### src/rtl/id_ex_pipeline_register.sv
// ID/EX pipeline register: holds decode-stage operands, immediate, control bits,
// register specifiers, funct and PC+4 for the EX stage; freezes as a unit on a stall.
module id_ex_pipeline_register #(
    parameter int DATA_W  = 32,
    parameter int REG_W   = 5,
    parameter int FUNCT_W = 6,
    parameter int ALUOP_W = 3
) (
    input  logic               clock,
    input  logic               reset,
    input  logic               hit,
    input  logic [DATA_W-1:0]  read_data_1,
    input  logic [DATA_W-1:0]  read_data_2,
    input  logic [DATA_W-1:0]  sign_extended_immediate,
    input  logic               RegDst,
    input  logic               ALUSrc,
    input  logic               MemtoReg,
    input  logic               RegWrite,
    input  logic               MemRead,
    input  logic               MemWrite,
    input  logic               Branch,
    input  logic [ALUOP_W-1:0] ALUOp,
    input  logic [REG_W-1:0]   rt,
    input  logic [REG_W-1:0]   rd,
    input  logic [FUNCT_W-1:0] funct,
    input  logic [DATA_W-1:0]  next_PC,
    output logic [DATA_W-1:0]  read_data_1_output,
    output logic [DATA_W-1:0]  read_data_2_output,
    output logic [DATA_W-1:0]  sign_extended_immediate_output,
    output logic               RegDst_output,
    output logic               ALUSrc_output,
    output logic               MemtoReg_output,
    output logic               RegWrite_output,
    output logic               MemRead_output,
    output logic               MemWrite_output,
    output logic               Branch_output,
    output logic [ALUOP_W-1:0] ALUOp_output,
    output logic [REG_W-1:0]   rt_output,
    output logic [REG_W-1:0]   rd_output,
    output logic [FUNCT_W-1:0] funct_output,
    output logic [DATA_W-1:0]  next_PC_output
);

    // Only an explicit 1 captures; an unknown hit holds the stage like a stall.
    logic capture;
    assign capture = (hit === 1'b1);

    always_ff @(posedge clock or posedge reset) begin
        if (reset) begin
            read_data_1_output             <= '0;
            read_data_2_output             <= '0;
            sign_extended_immediate_output <= '0;
            RegDst_output                  <= 1'b0;
            ALUSrc_output                  <= 1'b0;
            MemtoReg_output                <= 1'b0;
            RegWrite_output                <= 1'b0;
            MemRead_output                 <= 1'b0;
            MemWrite_output                <= 1'b0;
            Branch_output                  <= 1'b0;
            ALUOp_output                   <= '0;
            rt_output                      <= '0;
            rd_output                      <= '0;
            funct_output                   <= '0;
            next_PC_output                 <= '0;
        end else if (capture) begin
            read_data_1_output             <= read_data_1;
            read_data_2_output             <= read_data_2;
            sign_extended_immediate_output <= sign_extended_immediate;
            RegDst_output                  <= RegDst;
            ALUSrc_output                  <= ALUSrc;
            MemtoReg_output                <= MemtoReg;
            RegWrite_output                <= RegWrite;
            MemRead_output                 <= MemRead;
            MemWrite_output                <= MemWrite;
            Branch_output                  <= Branch;
            ALUOp_output                   <= ALUOp;
            rt_output                      <= rt;
            rd_output                      <= rd;
            funct_output                   <= funct;
            next_PC_output                 <= next_PC;
        end
    end

endmodule

### config.mk
export PLATFORM = sky130hd
export DESIGN_NAME = id_ex_pipeline_register
export DESIGN_NICKNAME = d
export VERILOG_FILES = /design/src/rtl/id_ex_pipeline_register.sv
export SDC_FILE = /design/constraint.sdc
export NUM_CORES = 1
export LEC_CHECK = 0
export CORE_UTILIZATION = 40
export CTS_BUF_LIST = sky130_fd_sc_hd__clkbuf_8 sky130_fd_sc_hd__clkbuf_16
export CTS_CLUSTER_SIZE = 25
export DETAILED_ROUTE_END_ITERATION = 10
export GPL_TIMING_DRIVEN = 0
export PLACE_DENSITY = 0.81
export SETUP_SLACK_MARGIN = 0.15
export SLEW_MARGIN = 0
export SYNTH_ARGS = -nofsm -noshare
export SYNTH_HDL_FRONTEND = slang
export SYNTH_SLANG_ARGS = --single-unit
### constraint.sdc
create_clock -name clock -period 5.2 [get_ports clock]
set_input_delay 0.52 -clock clock [delete_from_list [all_inputs] [get_ports clock]]
set_output_delay 0.52 -clock clock [all_outputs]
set_load 0.02 [all_outputs]
==> out/results.tsv <==
metric	value	unit
CTS Hold Bufs	0	
core area	14500	um2
clk buf depth	2	
Hold Violations, Final	0	
RSZ-0062 raised after global routing	false	
initial antenna violation count	0	
f_max	0.512	GHz
DRT iter0 DRCs	128	
GRT Total Usage	20.2	%
post-CTS setup buffers	0	
routability cong.	0.761	
Synth Instances	326	
CP startpoint kind	flop	
pin count of the biggest net entering global routing	96	
Ports	311	
Die Y	124	um
CTS H-Tree Depth	4	
Slew headroom	62.9	%
WP data required	4.68	ns
CP Cell Sequence	clkdlybuf4s50_1	
sequential area share after synthesis	64.7	%
Worst IR Drop VDD	0.194	mV
Hold Path Class	reg -> reg	
final count of negative-setup-slack endpoints	0	
Final WS setup	3.25	ns
WL per Instance	18.4	um
post-DR vias/cell	4.75	
ant diodes	0	
Buffers & Inverters on Critical Path	1	
CP peak stage delay	0.67	ns
CP Class	reg -> out	
Max FO, Critical Path	2	
Reg clk slew, reported paths	0.06	ns
busiest grt layer	met2	
hpwl dp	11700	um
Distinct cells, synth	6	
post-layout util	68.0	%
Fill cells	1009	
max-cap viol count	0	
pwr/cell area	339	nW/um2
Final Max Tran Viols	0	
CP Capture Type	primary output	
total gr overflow	0	
outcome	finished clean	
Area growth, synth to finish	66.1	%
synthesized cell area	5950	um2
Setup WS pre-CTS	3.29	ns
# port buffers	309	
worst hold slack	0.504	ns
YS warnings	0	
met3 Use GR	8.38	%
clk_skew	0	ns
Tightest Pin Transition	0.556	ns
clock sinks	154	
fin crit share	37.5	%
first-pass GRT wire length	22700	um
drt pass-1 iters	4	
Top delay family on crit path	buffers and inverters	
P_leak	4.25	nW
CP arrival	1.43	ns
FF+latch count, synth	154	
register area	3850	um2
Cell Rows	44	
slowest library cell on the worst path	clkdlybuf4s50_1	
mean post-synth cell area	18.3	um2
Remaining DRCs	0	
CTS Root Cell	clkbuf_16	
die width	124	um
syn_nets	483	
CTS buffer count	17	
vias in the first global route	4289	
CTS tree	done	
multi-input logic area	1960	um2
total wire length	15600	um
initial core utilization	41.0	%
met1 Track Usage GR	21.4	%
Nets	812	
GRT met2 Usage	35.1	%
crit path time final	1.95	ns
layout cells sized above 1	30.4	%
Via Count	4038	
post-CTS resize count	0	
number of routed nets with antenna violations	0	
clock latency at the later pin of the worst-skew pair	0.41	ns
Die ar.	15400	um2
-- stage by stage --
stage	TNS (ns)	area, um2	power [mW]	cells
finish	0	9890	3.35	851
global route	0	9890	3.49	851
global placement	-198.27	9280	2.15	819
CTS	0	9890	3.39	851
detailed placement	0	9310	2.17	820
floorplan	0	5950	1.75	326
-- placed cells by master (no fill, tap or decap) --
cell               n
buf_16             1
buf_2              9
buf_6              8
bufinv_16          2
clkbuf_16         17
clkbuf_8           2
clkdlybuf4s50_1  309
clkinv_2           3
clkinvlp_4         5
dfrtp_1          154
inv_1              1
inv_6              2
mux2_2            94
mux2_4            60
-- layout make-up --
class	instances	share of cell area (%)
Sequential cell	154	39.0
Timing Repair Buffer	310	31.6
Multi-Input combinational cell	154	19.8
Clock buffer	19	4.58
Tap cell	184	2.33
Buffer	17	1.37
Clock inverter	12	1.27
Inverter	1	0.0886
-- per-layer routing --
| metal | vias up | share of wire [%] |
|---|---|---|
| met4 | 0 | 2.7 |
| met3 | 28 | 9.9 |
| met5 | - | 0 |
| met1 | 2004 | 36 |
| li1 | 1808 | - |
| met2 | 198 | 52 |
-- registers in the layout (all words and copies together), names as in the netlist, 3 cells and up --
register,flops
ALUOp_output,3
funct_output,6
next_PC_output,32
rd_output,5
read_data_1_output,32
read_data_2_output,32
rt_output,5
sign_extended_immediate_output,32
-- power by group --
part / switching (mW) / internal (mW)
registers: 0.0670 / 1.32
clock network: 0.476 / 0.726
logic: 0.316 / 0.443
-- Yosys cell counts --
cell type	count	area, um2
buf_2	9	45.0
buf_6	8	90.1
dfrtp_1	154	3850
inv_1	1	3.75
mux2_2	94	1060
mux2_4	60	901
-- kinds of logic after synthesis --
logic type | after synthesis | synth area share [%]
mux | 154 | 32.9
flops | 154 | 64.7
buf+inv | 18 | 2.33
-- final timing paths --
kind | start | slack, ns | end | depth (start not counted)
worst max register to register | read_data_2_output[24] | 4.40 | read_data_2_output[24] | 1
min in group asynchronous | reset | 0.58 | next_PC_output[9] | 2
max in group asynchronous | reset | 3.76 | rt_output[3] | 3
worst min register to register | sign_extended_immediate_output[0] | 0.50 | sign_extended_immediate_output[0] | 1
worst min-delay path | sign_extended_immediate_output[0] | 0.50 | sign_extended_immediate_output[0] | 1
worst max-delay path | read_data_2_output[30] | 3.25 | read_data_2_output[30] | 1
(Power assumes the default switching activity.)
